[src/rtl/i_mem_fill_ctrl_if.sv]
// Fill-port bundle between the IFU requesters, i_mem_fill_ctrl and i_mem_wrap.
//   dm_*   : demand-miss request/response
//   pf_*   : next-line prefetch request/response
//   rsp_*  : shared returned line and its line-aligned address
//   mem_*  : one-cycle-valid / sticky-address fill port to memory
//   fill_err : one-cycle timeout pulse
// slave  = the controller's view, master = the requesters' and memory's view.
interface i_mem_fill_ctrl_if #(parameter int CL_WIDTH = 128);
  logic                dm_req_valid;
  logic [31:0]         dm_req_addr;
  logic                dm_req_ready;
  logic                dm_rsp_valid;
  logic                pf_req_valid;
  logic [31:0]         pf_req_addr;
  logic                pf_req_ready;
  logic                pf_rsp_valid;
  logic [CL_WIDTH-1:0] rsp_line;
  logic [31:0]         rsp_addr;
  logic                mem_req_valid;
  logic [31:0]         mem_req_addr;
  logic                mem_rsp_valid;
  logic [CL_WIDTH-1:0] mem_rsp_line;
  logic [31:0]         mem_rsp_addr;
  logic                fill_err;

  modport slave (
    input  dm_req_valid, dm_req_addr, pf_req_valid, pf_req_addr,
           mem_rsp_valid, mem_rsp_line, mem_rsp_addr,
    output dm_req_ready, dm_rsp_valid, pf_req_ready, pf_rsp_valid,
           rsp_line, rsp_addr, mem_req_valid, mem_req_addr, fill_err
  );

  modport master (
    output dm_req_valid, dm_req_addr, pf_req_valid, pf_req_addr,
           mem_rsp_valid, mem_rsp_line, mem_rsp_addr,
    input  dm_req_ready, dm_rsp_valid, pf_req_ready, pf_rsp_valid,
           rsp_line, rsp_addr, mem_req_valid, mem_req_addr, fill_err
  );
endinterface

[src/rtl/i_mem_fill_ctrl.sv]
// Instruction-memory fill controller / arbiter.
// Shares one fill port between the demand-miss path and the next-line
// prefetcher. Demand has fixed priority in IDLE; a request for the line
// already in flight is merged (demand onto prefetch: both get the line;
// prefetch onto demand: prefetch is simply dropped).
// Ports:
//   clk  : clock
//   rst  : synchronous active-high reset
//   bus  : i_mem_fill_ctrl_if.slave (requests, responses, memory fill port)
// Memory protocol: mem_req_valid is a one-cycle strobe, mem_req_addr is
// sticky (only changes on acceptance), WAIT aborts after TIMEOUT_CYCLES
// cycles without a matching mem_rsp_valid.
module i_mem_fill_ctrl #(
  parameter int CL_WIDTH       = 128,
  parameter int TIMEOUT_CYCLES = 32,   // > 9
  parameter int CNT_W          = 6     // 2**CNT_W > TIMEOUT_CYCLES
) (
  input  logic            clk,
  input  logic            rst,
  i_mem_fill_ctrl_if.slave bus
);

  typedef enum logic [1:0] {IDLE, ISSUE, WAIT, RESP} state_t;

  localparam logic [31:0]      LINE_MASK = 32'hFFFF_FFF0;
  // Last WAIT cycle: the counter reaches TIMEOUT_CYCLES on this edge.
  localparam logic [CNT_W-1:0] TO_LAST   = CNT_W'(TIMEOUT_CYCLES - 1);

  state_t              state;
  logic [31:0]         addr_q;
  logic                owner_pf;   // 0: demand owns the fill, 1: prefetch
  logic                dm_merge;   // demand merged onto a prefetch fill
  logic [CNT_W-1:0]    cnt;
  logic                mem_req_valid_q;
  logic                dm_rsp_q, pf_rsp_q, fill_err_q;
  logic [CL_WIDTH-1:0] rsp_line_q;
  logic [31:0]         rsp_addr_q;

  function automatic logic line_eq(input logic [31:0] a, input logic [31:0] b);
    return ((a ^ b) & LINE_MASK) == 32'd0;
  endfunction

  logic idle, busy, dm_hit, pf_hit, dm_merge_now, rsp_hit;

  assign idle   = (state == IDLE);
  assign busy   = (state == ISSUE) || (state == WAIT);
  assign dm_hit = line_eq(bus.dm_req_addr, addr_q);
  assign pf_hit = line_eq(bus.pf_req_addr, addr_q);

  // Demand joining a prefetch fill for the same line.
  assign dm_merge_now = busy && owner_pf && bus.dm_req_valid && dm_hit;
  assign rsp_hit      = bus.mem_rsp_valid && line_eq(bus.mem_rsp_addr, addr_q);

  // Readies are combinational; held low in reset so nothing is accepted.
  assign bus.dm_req_ready = !rst && bus.dm_req_valid &&
                            (idle || (busy && owner_pf && dm_hit));
  assign bus.pf_req_ready = !rst && bus.pf_req_valid &&
                            ((idle && !bus.dm_req_valid) ||
                             (busy && !owner_pf && pf_hit));

  assign bus.mem_req_valid = mem_req_valid_q;
  assign bus.mem_req_addr  = addr_q;
  assign bus.dm_rsp_valid  = dm_rsp_q;
  assign bus.pf_rsp_valid  = pf_rsp_q;
  assign bus.rsp_line      = rsp_line_q;
  assign bus.rsp_addr      = rsp_addr_q;
  assign bus.fill_err      = fill_err_q;

  always_ff @(posedge clk) begin
    if (rst) begin
      state           <= IDLE;
      addr_q          <= '0;
      owner_pf        <= 1'b0;
      dm_merge        <= 1'b0;
      cnt             <= '0;
      mem_req_valid_q <= 1'b0;
      dm_rsp_q        <= 1'b0;
      pf_rsp_q        <= 1'b0;
      fill_err_q      <= 1'b0;
      rsp_line_q      <= '0;
      rsp_addr_q      <= '0;
    end else begin
      // Pulse outputs default low.
      mem_req_valid_q <= 1'b0;
      dm_rsp_q        <= 1'b0;
      pf_rsp_q        <= 1'b0;
      fill_err_q      <= 1'b0;
      if (dm_merge_now) dm_merge <= 1'b1;

      case (state)
        IDLE: begin
          if (bus.dm_req_valid) begin
            addr_q          <= bus.dm_req_addr & LINE_MASK;
            owner_pf        <= 1'b0;
            mem_req_valid_q <= 1'b1;
            state           <= ISSUE;
          end else if (bus.pf_req_valid) begin
            addr_q          <= bus.pf_req_addr & LINE_MASK;
            owner_pf        <= 1'b1;
            mem_req_valid_q <= 1'b1;
            state           <= ISSUE;
          end
        end
        ISSUE: begin
          cnt   <= '0;
          state <= WAIT;
        end
        WAIT: begin
          cnt <= cnt + 1'b1;
          // A response on the final WAIT cycle still wins over the timeout.
          if (rsp_hit) begin
            rsp_line_q <= bus.mem_rsp_line;
            rsp_addr_q <= addr_q;
            // Include a merge arriving in the capture cycle itself.
            dm_rsp_q   <= !owner_pf || dm_merge || dm_merge_now;
            pf_rsp_q   <= owner_pf;
            state      <= RESP;
          end else if (cnt == TO_LAST) begin
            fill_err_q <= 1'b1;
            owner_pf   <= 1'b0;
            dm_merge   <= 1'b0;
            state      <= IDLE;
          end
        end
        RESP: begin
          owner_pf <= 1'b0;
          dm_merge <= 1'b0;
          state    <= IDLE;
        end
        default: state <= IDLE;
      endcase
    end
  end

endmodule

[src/flat_wrapper.sv]
// flat-port wrapper written by rule: the top's interface ports become plain ports
module i_mem_fill_ctrl_flat 
#(
  parameter int CL_WIDTH       = 128,
  parameter int TIMEOUT_CYCLES = 32,         
  parameter int CNT_W          = 6                                 
)
  (clk, rst, bus_dm_req_valid, bus_dm_req_addr, bus_pf_req_valid, bus_pf_req_addr, bus_mem_rsp_valid, bus_mem_rsp_line, bus_mem_rsp_addr, bus_dm_req_ready, bus_dm_rsp_valid, bus_pf_req_ready, bus_pf_rsp_valid, bus_rsp_line, bus_rsp_addr, bus_mem_req_valid, bus_mem_req_addr, bus_fill_err);
  i_mem_fill_ctrl_if #(.CL_WIDTH(CL_WIDTH)) bus_i ();
  input  logic clk;
  input  logic rst;
  input wire logic [$bits(bus_i.dm_req_valid)-1:0] bus_dm_req_valid;
  input wire logic [$bits(bus_i.dm_req_addr)-1:0] bus_dm_req_addr;
  input wire logic [$bits(bus_i.pf_req_valid)-1:0] bus_pf_req_valid;
  input wire logic [$bits(bus_i.pf_req_addr)-1:0] bus_pf_req_addr;
  input wire logic [$bits(bus_i.mem_rsp_valid)-1:0] bus_mem_rsp_valid;
  input wire logic [$bits(bus_i.mem_rsp_line)-1:0] bus_mem_rsp_line;
  input wire logic [$bits(bus_i.mem_rsp_addr)-1:0] bus_mem_rsp_addr;
  output wire logic [$bits(bus_i.dm_req_ready)-1:0] bus_dm_req_ready;
  output wire logic [$bits(bus_i.dm_rsp_valid)-1:0] bus_dm_rsp_valid;
  output wire logic [$bits(bus_i.pf_req_ready)-1:0] bus_pf_req_ready;
  output wire logic [$bits(bus_i.pf_rsp_valid)-1:0] bus_pf_rsp_valid;
  output wire logic [$bits(bus_i.rsp_line)-1:0] bus_rsp_line;
  output wire logic [$bits(bus_i.rsp_addr)-1:0] bus_rsp_addr;
  output wire logic [$bits(bus_i.mem_req_valid)-1:0] bus_mem_req_valid;
  output wire logic [$bits(bus_i.mem_req_addr)-1:0] bus_mem_req_addr;
  output wire logic [$bits(bus_i.fill_err)-1:0] bus_fill_err;
  assign bus_i.dm_req_valid = bus_dm_req_valid;
  assign bus_i.dm_req_addr = bus_dm_req_addr;
  assign bus_i.pf_req_valid = bus_pf_req_valid;
  assign bus_i.pf_req_addr = bus_pf_req_addr;
  assign bus_i.mem_rsp_valid = bus_mem_rsp_valid;
  assign bus_i.mem_rsp_line = bus_mem_rsp_line;
  assign bus_i.mem_rsp_addr = bus_mem_rsp_addr;
  assign bus_dm_req_ready = bus_i.dm_req_ready;
  assign bus_dm_rsp_valid = bus_i.dm_rsp_valid;
  assign bus_pf_req_ready = bus_i.pf_req_ready;
  assign bus_pf_rsp_valid = bus_i.pf_rsp_valid;
  assign bus_rsp_line = bus_i.rsp_line;
  assign bus_rsp_addr = bus_i.rsp_addr;
  assign bus_mem_req_valid = bus_i.mem_req_valid;
  assign bus_mem_req_addr = bus_i.mem_req_addr;
  assign bus_fill_err = bus_i.fill_err;
  i_mem_fill_ctrl #(.CL_WIDTH(CL_WIDTH), .TIMEOUT_CYCLES(TIMEOUT_CYCLES), .CNT_W(CNT_W)) u_core (.clk(clk), .rst(rst), .bus(bus_i));
endmodule
[config.mk]
export PLATFORM = sky130hd
export DESIGN_NAME = i_mem_fill_ctrl_flat
export DESIGN_NICKNAME = d
export VERILOG_FILES = /design/src/rtl/i_mem_fill_ctrl_if.sv /design/src/rtl/i_mem_fill_ctrl.sv /design/src/flat_wrapper.sv
export SDC_FILE = /design/constraint.sdc
export NUM_CORES = 1
export LEC_CHECK = 0
export BUFFER_PORTS_ARGS = -buffer_cell sky130_fd_sc_hd__buf_2
export CELL_PAD_IN_SITES_DETAIL_PLACEMENT = 1
export CELL_PAD_IN_SITES_GLOBAL_PLACEMENT = 1
export CORE_AREA = 2 2 164 166
export CTS_CLUSTER_DIAMETER = 80
export DETAILED_ROUTE_END_ITERATION = 10
export DIE_AREA = 0 0 166 168
export GPL_TIMING_DRIVEN = 0
export MAX_ROUTING_LAYER = met4
export PLACE_DENSITY_LB_ADDON = 0.1
export SLEW_MARGIN = 20
export SYNTH_ARGS = -nofsm -noshare
export SYNTH_HDL_FRONTEND = slang
export SYNTH_SLANG_ARGS = --single-unit
[constraint.sdc]
create_clock -name clk -period 2.6 [get_ports clk]
set_input_delay 0.26 -clock clk [delete_from_list [all_inputs] [get_ports clk]]
set_output_delay 0.26 -clock clk [all_outputs]
set_load 0.1 [all_outputs]
==> results of run 1 <==
power by group through the flow:
stage                     Sequential [uW]  Clock, uW  Combinational [uW]
after floorplan                      4020          0                 948
after global placement               3330          0                2260
after detailed placement             3330          0                2270
after CTS                            3380       2880                2200
after global routing                 3440       2990                2380
final                                3410       2800                2250
area by class of cell:
type | instances | area [um^2] | area share (%)
diodes | 14 | 35.0 | 0.292
flip-flops and latches | 198 | 4070 | 33.9
plain buffers | 61 | 324 | 2.70
clock inverters | 14 | 184 | 1.53
well taps | 341 | 427 | 3.55
inverters | 4 | 15.0 | 0.125
repair buffers | 413 | 2120 | 17.6
multi-input cells | 593 | 4420 | 36.8
clock buffers | 17 | 425 | 3.54
logic make-up (layout without fill, tap and decap cells):
group | after synthesis | after routing
DFF | 198 | 198
adders and majority gates | 6 | 6
buffers and inverters | 90 | 509
and+or+nand+nor | 261 | 261
xor gates and xnor gates | 87 | 87
muxes | 185 | 185
AOI/OAI and AO/OA | 46 | 46
other | 1 | 22
sequential cells by signal, summed over array words and instances, names as in the netlist:
register                  flops
u_core.bus.mem_req_addr      28
u_core.bus.rsp_addr          28
u_core.state                  2
u_core.cnt                    6
u_core.bus.rsp_line         128
u_core.bus.mem_req_valid      1
u_core.bus.pf_rsp_valid       1
u_core.owner_pf               1
u_core.bus.dm_rsp_valid       1
u_core.bus.fill_err           1
u_core.dm_merge               1
metal layers:
metal	global-route usage [%]	wire length (um)	vias up
li1	-	-	3775
met1	26.7	13300	3704
met2	39.5	15800	293
met3	6.51	2300	57
met4	8.32	896	0
met5	-	0	-
repair_timing:
item / 4_1_cts / 5_1_grt
gates resized for setup: 26 / 16
pin swaps: 8 / 14
setup buffers: 1 / 8
gates cloned: 0 / 0
endpoints found under the setup margin: 112 / 119
through the flow:
step | power (uW) | TNS [ps] | setup slack, ps | instances
floorplan | 4960 | 0 | 1.64 | 881
global placement | 5590 | -6880 | -113 | 1626
detailed placement | 5610 | -7990 | -135 | 1626
CTS | 8460 | -6.30 | -6.30 | 1638
global route | 8810 | -1140 | -91.9 | 1651
finish | 8460 | -9.68 | -9.68 | 1655
how the worst max path moves through the flow:
stage	startpoint	end
after global placement	u_core.bus.mem_req_addr[14]$_SDFFE_PP0P_	u_core.bus.rsp_addr[20]$_SDFFE_PP0P_
final	u_core.bus.mem_req_addr[13]$_SDFFE_PP0P_	bus_dm_req_ready
after floorplan	u_core.bus.mem_req_addr[10]$_SDFFE_PP0P_	bus_dm_req_ready
after CTS	u_core.bus.mem_req_addr[16]$_SDFFE_PP0P_	bus_pf_req_ready
after detailed placement	u_core.bus.mem_req_addr[7]$_SDFFE_PP0P_	u_core.bus.rsp_addr[14]$_SDFFE_PP0P_
after global routing	u_core.bus.mem_req_addr[13]$_SDFFE_PP0P_	bus_dm_req_ready
critical path: stages, from the launching register on:
cell,delay [ps]
sky130_fd_sc_hd__dfxtp_4,340
sky130_fd_sc_hd__clkbuf_2,200
sky130_fd_sc_hd__xor2_1,200
sky130_fd_sc_hd__nor4_2,260
sky130_fd_sc_hd__nand4_1,170
sky130_fd_sc_hd__nor3_2,220
sky130_fd_sc_hd__nor2_2,90
sky130_fd_sc_hd__nor3_4,220
sky130_fd_sc_hd__buf_12,200
cells in the final DEF, fill, tap and decap left out, types with 3 or more instances in the layout:
| cell | n |
|---|---|
| sky130_fd_sc_hd__buf_2 | 405 |
| sky130_fd_sc_hd__nor4_4 | 3 |
| sky130_fd_sc_hd__inv_6 | 4 |
| sky130_fd_sc_hd__nor2b_1 | 3 |
| sky130_fd_sc_hd__inv_1 | 4 |
| sky130_fd_sc_hd__clkbuf_1 | 31 |
| sky130_fd_sc_hd__dfxtp_4 | 27 |
| sky130_fd_sc_hd__a211oi_1 | 31 |
| sky130_fd_sc_hd__nor4_2 | 5 |
| sky130_fd_sc_hd__conb_1 | 8 |
| sky130_fd_sc_hd__clkinv_8 | 4 |
| sky130_fd_sc_hd__buf_1 | 3 |
| sky130_fd_sc_hd__nand3_1 | 7 |
| sky130_fd_sc_hd__xnor2_1 | 53 |
| sky130_fd_sc_hd__xor2_1 | 23 |
| sky130_fd_sc_hd__buf_4 | 30 |
| sky130_fd_sc_hd__nand2_1 | 7 |
| sky130_fd_sc_hd__clkinv_4 | 3 |
| sky130_fd_sc_hd__nor2_1 | 193 |
| sky130_fd_sc_hd__o21ai_0 | 4 |
| sky130_fd_sc_hd__nand4_1 | 23 |
| sky130_fd_sc_hd__mux2i_1 | 185 |
| sky130_fd_sc_hd__xor2_2 | 3 |
| sky130_fd_sc_hd__nand2b_1 | 4 |
| sky130_fd_sc_hd__ha_1 | 5 |
| sky130_fd_sc_hd__clkbuf_16 | 17 |
| sky130_fd_sc_hd__xnor2_2 | 6 |
| sky130_fd_sc_hd__diode_2 | 14 |
| sky130_fd_sc_hd__dfxtp_1 | 169 |
==> impl_metrics.py, run 1 <==
metrics = {
    "worst_setup_path": {
        "critPathMaxFanout": 7,
        "timing_worst_setup_path_type": "flip-flop to primary output",
        "timing.critical_path.to_type": "primary output",
        "regToRegStartpoint": "u_core.bus.mem_req_addr[27]$_SDFFE_PP0P_",
        "regToRegSetupSlack_ps": 130,
        "critical_path_arrival_ps": 2350,
        "worstSetupStartpointType": "flip-flop",
        "worst_r2r_path_depth": 9,
        "rr_endpoint": "u_core.bus.rsp_addr[14]$_SDFFE_PP0P_",
        "worstPathRequired_ps": 2340,
    },
    "layout": {
        "final_util_pct": 45.6,
        "final_layout_size_suffix_gt1_share_pct": 40.7,
        "layout.nets": 1523,
        "area_growth_pct": 40.7,
        "fillers": 3146,
        "stdcell_area_um2": 12000,
    },
    "clock_network": {
        "numClockSinks": 198,
        "clkTransAtPathRegs_ps": 90,
        "cts_root_buf": "sky130_fd_sc_hd__clkbuf_16",
        "cts-buffers-inserted": 17,
        "worst_skew_pair.late_latency_ps": 450,
        "cts-hold-fix-buffers": 0,
        "cts_tree": "done",
        "cts.path.max_buffers": 2,
        "htree_num_levels": 4,
    },
    "synthesis": {
        "synth_most_common_cell": "sky130_fd_sc_hd__dfxtp_1",
        "ys_top_cells_by_area": "sky130_fd_sc_hd__dfxtp_1 (46%), sky130_fd_sc_hd__mux2i_1 (22%), sky130_fd_sc_hd__nor2_1 (8.5%), sky130_fd_sc_hd__xnor2_1 (6.1%), sky130_fd_sc_hd__xor2_1 (2.9%)",
        "synthesis.instances": 874,
        "yosysTopAreaCellShare_pct": 46.4,
        "compound_cell_area_share_of_the_yosys_netlist_pct": 3.90,
        "mux_contribution_to_synthesized_area_pct": 21.7,
        "yosysWarningCount": 0,
        "ys_types": 36,
        "post_synth_and_or_nand_nor_area_fraction_pct": 13.1,
        "share_of_async_settable_or_async_resettable_flops_after_synthesis_pct": 0,
        "synth.cell_area_um2": 8540,
        "synth-main-ff-cell": "sky130_fd_sc_hd__dfxtp_1",
        "post_synth.cell_area_avg_um2": 9.77,
        "adder_cell_share_of_the_synthesized_area_pct": 0.879,
        "yosys.area_share.xor_xnor_pct": 8.93,
        "synth.ff_latch_count": 198,
        "yosysSeqAreaShare_pct": 46.4,
        "ys_top_cells_by_count": "sky130_fd_sc_hd__dfxtp_1 (198), sky130_fd_sc_hd__nor2_1 (194), sky130_fd_sc_hd__mux2i_1 (185)",
        "largest_family_of_logic_cells_by_synthesized_area": "multiplexers",
        "synth_top_area_cell": "sky130_fd_sc_hd__dfxtp_1",
        "synth_enable_flop_cells": 0,
    },
    "place": {
        "gp_congestion": 0.885,
        "detailed_place.area_um2": 11100,
        "port_buffers": 404,
        "hpwlAfterDp_mm": 25.6,
    },
    "timing": {
        "postLayoutSetupSlackWorst_ps": -9.68,
        "setup-violations-final": 1,
        "setup_repair_after_global_routing_missed_its_margin": "yes",
        "fin_hold_ws_ps": 30.4,
        "min_period_ps": 2610,
        "finalMaxSlewViolations": 0,
        "hold_violations": 0,
        "fmax_mhz": 383,
        "tightestPinTransition_ps": 925,
        "worst_slew_margin_rel_pct": 38.3,
        "min_period_over_period_pct": 100,
        "clock-skew-final_ps": 16.1,
    },
    "pwr": {
        "clock_power_share_pct": 33.1,
        "power.sequential.fraction_pct": 40.3,
        "p_leak_uw": 0.00662,
        "ir_drop_v": 0.000373,
        "power_switching_uw": 3210,
        "p_per_area_nw_per_um2": 704,
        "p_sw_share_pct": 37.9,
        "cellInternalPower_uw": 5250,
        "comb_power_share_pct": 26.5,
    },
    "global_routing": {
        "global_route_wire_length_before_repair_mm": 48.5,
        "antenna_found_initial": 10,
        "first_global_vias": 8423,
        "grt_util_all_layers_pct": 23.4,
        "pin_count_of_the_biggest_net_entering_global_routing": 21,
        "total_congestion_overflow_after_global_routing": 0,
    },
    "route": {
        "routedWlPerCell_um": 19.5,
        "dr.pass1.iters": 4,
        "drc": 0,
        "detail_route.vias_per_cell": 4.73,
        "detailroute.via_count": 7829,
        "dr.first_iter.drc_count": 267,
        "detail-route-antenna-nets": 0,
        "routed_wl_mm": 32.3,
    },
    "status": {
        "status": "complete, but fails checks",
        "violations": "negative setup slack",
    },
    "floorplan": {
        "floorplan.initialDensity_pct": 32.4,
        "ios": 427,
        "die_width_um": 166,
        "std_cell_rows": 60,
        "fp.dieArea_um2": 27900,
        "core_region_area_um2": 26400,
        "die-height_um": 168,
    },
    "hold_path": {
        "hold_start": "bus_mem_rsp_line[71]",
        "holdCritPathClass": "input pin to flip-flop",
        "worstHoldPathCells": 3,
        "hold_end": "u_core.bus.rsp_line[71]$_SDFFE_PP0P_",
    },
    "run": {
        "max_cap_viol_count": 0,
    },
}
Note: power is estimated with default switching activity, not from simulation.
==> run 2, diff against run 1 <==
--- a/config.mk
+++ b/config.mk
@@ -8,14 +8,13 @@
 export BUFFER_PORTS_ARGS = -buffer_cell sky130_fd_sc_hd__buf_2
 export CELL_PAD_IN_SITES_DETAIL_PLACEMENT = 1
 export CELL_PAD_IN_SITES_GLOBAL_PLACEMENT = 1
-export CORE_AREA = 2 2 164 166
+export CORE_MARGIN = 2
+export CORE_UTILIZATION = 33
 export CTS_CLUSTER_DIAMETER = 80
 export DETAILED_ROUTE_END_ITERATION = 10
-export DIE_AREA = 0 0 166 168
 export GPL_TIMING_DRIVEN = 0
 export MAX_ROUTING_LAYER = met4
 export PLACE_DENSITY_LB_ADDON = 0.1
-export SLEW_MARGIN = 20
 export SYNTH_ARGS = -nofsm -noshare
 export SYNTH_HDL_FRONTEND = slang
 export SYNTH_SLANG_ARGS = --single-unit
==> run 2 against run 1 <==
Compared with the run above:
- the flow now finishes without violations
- die area decreased by 2.6%
- wire length decreased by 0.35%
- highest routed layer unchanged
- first-iteration DRC count increased by 30%
- clock power about the same
- sequential power about the same
- utilization increased by 1.3 points
- largest cell class unchanged
==> impl_metrics.py, run 2 (synthesis gave the netlist of run 1 again) <==
metrics = {
    "status": {
        "status": "finished clean",
    },
    "pwr": {
        "cellInternalPower_uw": 5190,
        "p_leak_uw": 0.00658,
        "power.sequential.fraction_pct": 40.9,
        "p_per_area_nw_per_um2": 707,
        "clock_power_share_pct": 33.5,
        "comb_power_share_pct": 25.6,
        "power_switching_uw": 3220,
        "ir_drop_v": 0.000371,
        "p_sw_share_pct": 38.3,
    },
    "place": {
        "gp_congestion": 0.865,
        "place_worst_setup_slack_ps": -180,
        "hpwlAfterDp_mm": 25.9,
        "port_buffers": 404,
    },
    "layout": {
        "area_growth_pct": 39.2,
        "mostFrequentLayoutCells": "sky130_fd_sc_hd__buf_2 (405), sky130_fd_sc_hd__nor2_1 (193), sky130_fd_sc_hd__mux2i_1 (185)",
        "multiInputGateArea_um2": 4360,
        "ff_latch_area_um2": 4070,
        "layout.cells.most_common": "sky130_fd_sc_hd__buf_2",
        "final_util_pct": 46.9,
        "layout.nets": 1515,
        "largest_reg_flops": 128,
        "fillers": 3033,
        "final_layout_size_suffix_gt1_share_pct": 40.2,
    },
    "clock_network": {
        "clkTransAtPathRegs_ps": 90,
        "cts_tree": "done",
        "cts_root_buf": "sky130_fd_sc_hd__clkbuf_16",
        "cts.path.max_buffers": 2,
        "numClockSinks": 198,
        "cts-hold-fix-buffers": 0,
        "worst_skew_pair.late_latency_ps": 450,
        "htree_num_levels": 4,
        "cts-buffers-inserted": 17,
    },
    "hold_path": {
        "hold_end": "u_core.bus.rsp_line[47]$_SDFFE_PP0P_",
        "holdCritPathClass": "input pin to flip-flop",
        "worstHoldPathCells": 3,
        "hold_start": "bus_mem_rsp_line[47]",
    },
    "worst_setup_path": {
        "critical_path_arrival_ps": 2320,
        "critPathMaxFanout": 6,
        "regToRegSetupSlack_ps": 160,
        "peak_per_stage_delay_on_the_critical_path_ps": 380,
        "rr_endpoint": "u_core.bus.rsp_addr[19]$_SDFFE_PP0P_",
        "regToRegStartpoint": "u_core.bus.mem_req_addr[30]$_SDFFE_PP0P_",
        "slowest_stage": "sky130_fd_sc_hd__dfxtp_4",
        "worst_r2r_path_depth": 9,
        "worstSetupStartpointType": "flip-flop",
        "worstPathRequired_ps": 2340,
        "crit_path_cell_trace": "xor2_1 > nor4_2 > nand4_1 > nor3_2 > nor2_2 > nor3_4 > buf_12",
        "timing_worst_setup_path_type": "flip-flop to primary output",
        "timing.critical_path.to_type": "primary output",
    },
    "route": {
        "dr.first_iter.drc_count": 348,
        "routedWlPerCell_um": 19.7,
        "detailroute.via_count": 7764,
        "detail-route-antenna-nets": 0,
        "detail_route.vias_per_cell": 4.76,
        "routed_wl_mm": 32.2,
        "dr.pass1.iters": 5,
        "drc": 0,
    },
    "global_routing": {
        "top_usage_layer": "met2",
        "groute.layer.met2.usage_pct": 40.6,
        "grt_util_all_layers_pct": 23.8,
        "global_route_wire_length_before_repair_mm": 46.9,
        "pin_count_of_the_biggest_net_entering_global_routing": 23,
        "met1_usage_pct": 27.0,
        "global_route.usage.met3_pct": 6.30,
        "antenna_found_initial": 7,
        "first_global_vias": 8110,
        "total_congestion_overflow_after_global_routing": 0,
    },
    "floorplan": {
        "fp.dieArea_um2": 27200,
        "ios": 427,
        "die-height_um": 165,
        "std_cell_rows": 58,
        "floorplan.initialDensity_pct": 33.7,
        "die_width_um": 165,
        "core_region_area_um2": 25300,
    },
    "timing": {
        "postLayoutSetupSlackWorst_ps": 23.8,
        "min_period_over_period_pct": 99.1,
        "setup_repair_after_global_routing_missed_its_margin": "yes",
        "min_period_ps": 2580,
        "hold_violations": 0,
        "fmax_mhz": 388,
        "tightestPinTransition_ps": 959,
        "finalMaxSlewViolations": 0,
        "worst_slew_margin_rel_pct": 36.1,
        "clock-skew-final_ps": 16.5,
        "setup-violations-final": 0,
    },
    "run": {
        "max_cap_viol_count": 0,
    },
}
## run 2: repair_timing
action                     in CTS  in global routing
setup endpoints to repair     118                101
pin swaps                       9                  8
resized for setup              26                 11
buffers inserted                1                  1
gates cloned                    0                  0
## run 2: metal layers
layer,wire length [um],up-vias
li1,-,3756
met1,13100,3675
met2,16100,284
met5,0,-
met4,760,0
met3,2210,49
## run 2: area by class of cell
type	instances	area share, %
diodes	8	0.168
plain buffers	60	2.66
clock buffers	18	3.70
clock inverters	14	1.54
inverters	4	0.126
multi-input cells	593	36.7
flip-flops and latches	198	34.2
well taps	330	3.48
repair buffers	406	17.4
## run 2: stage by stage
stage | cells | TNS, ps | instance area (um^2) | hold WS [ps] | total power, uW
global route | 1630 | -119 | 11900 | 27.1 | 8760
global placement | 1615 | -17460 | 11100 | 467 | 5590
floorplan | 881 | 0 | 8700 | 404 | 4960
CTS | 1629 | 0 | 11800 | 13.0 | 8460
finish | 1631 | 0 | 11900 | 33.4 | 8400
detailed placement | 1615 | -9620 | 11100 | 478 | 5600
## run 2: worst max-delay path by stage
stage / slack (ps) / to / cells past startpoint / startpoint
2_1_floorplan: 2 / bus_dm_req_ready / 7 / u_core.bus.mem_req_addr[10]$_SDFFE_PP0P_
3_3_place_gp: -220 / bus_dm_req_ready / 8 / u_core.bus.mem_req_addr[7]$_SDFFE_PP0P_
3_5_place_dp: -180 / bus_dm_req_ready / 8 / u_core.bus.mem_req_addr[7]$_SDFFE_PP0P_
4_1_cts: 5 / bus_dm_req_ready / 7 / u_core.bus.mem_req_addr[7]$_SDFFE_PP0P_
5_1_grt: -90 / bus_dm_req_ready / 7 / u_core.bus.mem_req_addr[11]$_SDFFE_PP0P_
6_report: 20 / bus_dm_req_ready / 7 / u_core.bus.mem_req_addr[14]$_SDFFE_PP0P_
## run 2: worst max-delay path: cells and delay by family (launching register included)
family                    cells  cell delay, ps
and+or+nand+nor               5            1110
buffers and inverters         1             200
xor gates and xnor gates      1             180
DFF                           1             380
## run 2: power groups by stage
stage / Combinational, uW / Sequential [uW] / Clock, uW
after CTS: 2190 / 3390 / 2890
after global routing: 2290 / 3460 / 3010
after global placement: 2260 / 3330 / 0
after floorplan: 948 / 4020 / 0
final: 2160 / 3430 / 2820
after detailed placement: 2270 / 3340 / 0
==> run 3, diff against run 2 <==
--- a/config.mk
+++ b/config.mk
@@ -15,6 +15,7 @@
 export GPL_TIMING_DRIVEN = 0
 export MAX_ROUTING_LAYER = met4
 export PLACE_DENSITY_LB_ADDON = 0.1
+export SETUP_SLACK_MARGIN = 0.5
 export SYNTH_ARGS = -nofsm -noshare
 export SYNTH_HDL_FRONTEND = slang
 export SYNTH_SLANG_ARGS = --single-unit
==> constraint.sdc (replaced) <==
create_clock -name clk -period 2.9 [get_ports clk]
set_input_delay 0.29 -clock clk [delete_from_list [all_inputs] [get_ports clk]]
set_output_delay 0.29 -clock clk [all_outputs]
set_load 0.1 [all_outputs]
==> run 3 against run 2 <==
Compared with the run above:
- non-clock buffer count increased by 38
- via count increased by 1.9%
- first-iteration DRC count is 33% lower
- clock-buffer cell count increased by 1
- largest cell class unchanged
==> impl_metrics.py, run 3 (synthesis gave the netlist of run 1 again) <==
metrics = {
    "worst_setup_path": {
        "slowest_stage": "sky130_fd_sc_hd__dfxtp_4",
        "peak_per_stage_delay_on_the_critical_path_ps": 350,
        "critical_path_arrival_ps": 2360,
        "timing_worst_setup_path_type": "flip-flop to primary output",
        "rr_endpoint": "u_core.bus.rsp_line[24]$_SDFFE_PP0P_",
        "regToRegStartpoint": "u_core.bus.mem_req_addr[6]$_SDFFE_PP0P_",
        "cp.depth": 8,
        "cp_buf_inv_count": 2,
        "critPathMaxFanout": 5,
        "worstPathRequired_ps": 2610,
        "critical-path-top-delay-family": "simple AND/OR/NAND/NOR gates",
        "crit_path_cell_trace": "buf_2 > xor2_2 > nor4_2 > nand4_1 > nor3_2 > nor2_2 > nor3_4 > buf_12",
        "worstSetupStartpointType": "flip-flop",
        "regToRegSetupSlack_ps": 460,
        "timing.critical_path.to_type": "primary output",
        "worst_r2r_path_depth": 11,
    },
    "layout": {
        "layout.nets": 1553,
        "stdcell_area_um2": 12500,
        "area_growth_pct": 46.2,
        "fillers": 3034,
        "largest_reg_flops": 128,
        "layout.cells.most_common": "sky130_fd_sc_hd__buf_2",
        "final_layout_size_suffix_gt1_share_pct": 43.4,
        "final_util_pct": 49.3,
        "mostFrequentLayoutCells": "sky130_fd_sc_hd__buf_2 (403), sky130_fd_sc_hd__nor2_1 (193), sky130_fd_sc_hd__mux2i_1 (184)",
        "post_layout_nonfiller_instances": 1674,
    },
    "place": {
        "port_buffers": 404,
        "numPlacedInstances": 1615,
        "hpwlAfterDp_mm": 26.0,
        "detailed_place.area_um2": 11300,
        "gp_congestion": 0.850,
    },
    "hold_path": {
        "worstHoldPathCells": 3,
        "hold_start": "bus_mem_rsp_line[65]",
        "hold_end": "u_core.bus.rsp_line[65]$_SDFFE_PP0P_",
        "holdCritPathClass": "input pin to flip-flop",
    },
    "pwr": {
        "p_sw_share_pct": 37.7,
        "comb_power_share_pct": 30.2,
        "p_leak_uw": 0.00688,
        "cellInternalPower_uw": 4780,
        "clock_power_share_pct": 31.5,
        "p_per_area_nw_per_um2": 615,
        "power.sequential.fraction_pct": 38.3,
        "power_switching_uw": 2900,
        "ir_drop_v": 0.000348,
    },
    "route": {
        "drc": 0,
        "dr.first_iter.drc_count": 232,
        "routed_wl_mm": 32.8,
        "detailroute.via_count": 7911,
        "dr.pass1.iters": 4,
        "detail-route-antenna-nets": 0,
        "routedWlPerCell_um": 19.6,
        "detail_route.vias_per_cell": 4.73,
    },
    "floorplan": {
        "floorplan.initialDensity_pct": 33.7,
        "fp.dieArea_um2": 27200,
        "die-height_um": 165,
        "std_cell_rows": 58,
        "core_region_area_um2": 25300,
        "ios": 427,
        "die_width_um": 165,
    },
    "global_routing": {
        "pin_count_of_the_biggest_net_entering_global_routing": 21,
        "antenna_found_initial": 13,
        "total_congestion_overflow_after_global_routing": 0,
        "global_route_wire_length_before_repair_mm": 47.7,
        "grt_util_all_layers_pct": 24.2,
        "first_global_vias": 8369,
    },
    "timing": {
        "setup-violations-final": 0,
        "setup_repair_after_global_routing_missed_its_margin": "yes",
        "min_period_over_period_pct": 91.4,
        "fin_hold_ws_ps": 63.8,
        "min_period_ps": 2650,
        "tightestPinTransition_ps": 931,
        "clock-skew-final_ps": 18.9,
        "worst_slew_margin_rel_pct": 37.9,
        "final_sum_of_negative_setup_slack_ps": 0,
        "hold_violations": 0,
        "finalMaxSlewViolations": 0,
        "fmax_mhz": 377,
    },
    "clock_network": {
        "cts-buffers-inserted": 17,
        "numClockSinks": 198,
        "worst_skew_pair.late_latency_ps": 450,
        "cts_tree": "done",
        "htree_num_levels": 4,
        "cts-hold-fix-buffers": 0,
        "cts_root_buf": "sky130_fd_sc_hd__clkbuf_16",
        "cts.path.max_buffers": 2,
        "clkTransAtPathRegs_ps": 90,
    },
    "status": {
        "status": "finished clean",
    },
    "run": {
        "max_cap_viol_count": 0,
    },
}
-- run 3: per-layer routing --
layer	wire length (um)	up-vias	share of wire, %	track usage (%)
met5	0	-	0	-
met4	525	0	1.6	6.88
met3	2640	33	8.0	7.51
met2	16500	267	50	41.4
met1	13200	3786	40	27.3
li1	-	3825	-	-
-- run 3: worst min-delay path: stages --
cell,delay [ps]
sky130_fd_sc_hd__buf_2,70
sky130_fd_sc_hd__mux2i_1,50
sky130_fd_sc_hd__nor2_1,70
-- run 3: what timing repair did --
item,CTS,global route
pin swaps,20,10
gates resized for setup,59,43
setup buffers,9,4
endpoints found under the setup margin,148,184
gates cloned,1,0
-- run 3: cell type report --
class | instances | area [um^2] | area share, %
multi-input cells | 593 | 4530 | 36.3
flip-flops and latches | 198 | 4070 | 32.6
repair buffers | 418 | 2180 | 17.5
plain buffers | 86 | 642 | 5.14
clock buffers | 19 | 433 | 3.47
well taps | 330 | 413 | 3.31
clock inverters | 13 | 159 | 1.27
diodes | 13 | 32.5 | 0.261
inverters | 4 | 15.0 | 0.120
-- run 3: worst max path at each step --
| stage | startpoint | endpoint |
|---|---|---|
| 2_1_floorplan | u_core.bus.mem_req_addr[15]$_SDFFE_PP0P_ | bus_pf_req_ready |
| 3_3_place_gp | u_core.bus.mem_req_addr[19]$_SDFFE_PP0P_ | u_core.bus.rsp_addr[15]$_SDFFE_PP0P_ |
| 3_5_place_dp | u_core.bus.mem_req_addr[19]$_SDFFE_PP0P_ | u_core.bus.rsp_addr[15]$_SDFFE_PP0P_ |
| 4_1_cts | u_core.bus.mem_req_addr[6]$_SDFFE_PP0P_ | bus_dm_req_ready |
| 5_1_grt | u_core.bus.mem_req_addr[27]$_SDFFE_PP0P_ | bus_dm_req_ready |
| 6_report | u_core.bus.mem_req_addr[5]$_SDFFE_PP0P_ | bus_dm_req_ready |
-- run 3: power by group through the flow --
| stage | Combinational, uW | Sequential (uW) | Clock [uW] |
|---|---|---|---|
| after global routing | 2460 | 2960 | 2570 |
| after floorplan | 915 | 3610 | 0 |
| after global placement | 2090 | 2990 | 0 |
| final | 2320 | 2940 | 2420 |
| after detailed placement | 2090 | 2990 | 0 |
| after CTS | 2260 | 2930 | 2470 |
-- run 3: per-stage QoR --
| stage | setup WS [ps] | total power, uW |
|---|---|---|
| after global placement | 251 | 5080 |
| after detailed placement | 211 | 5090 |
| after floorplan | 355 | 4520 |
| after global routing | 147 | 7990 |
| final | 248 | 7680 |
| after CTS | 267 | 7660 |
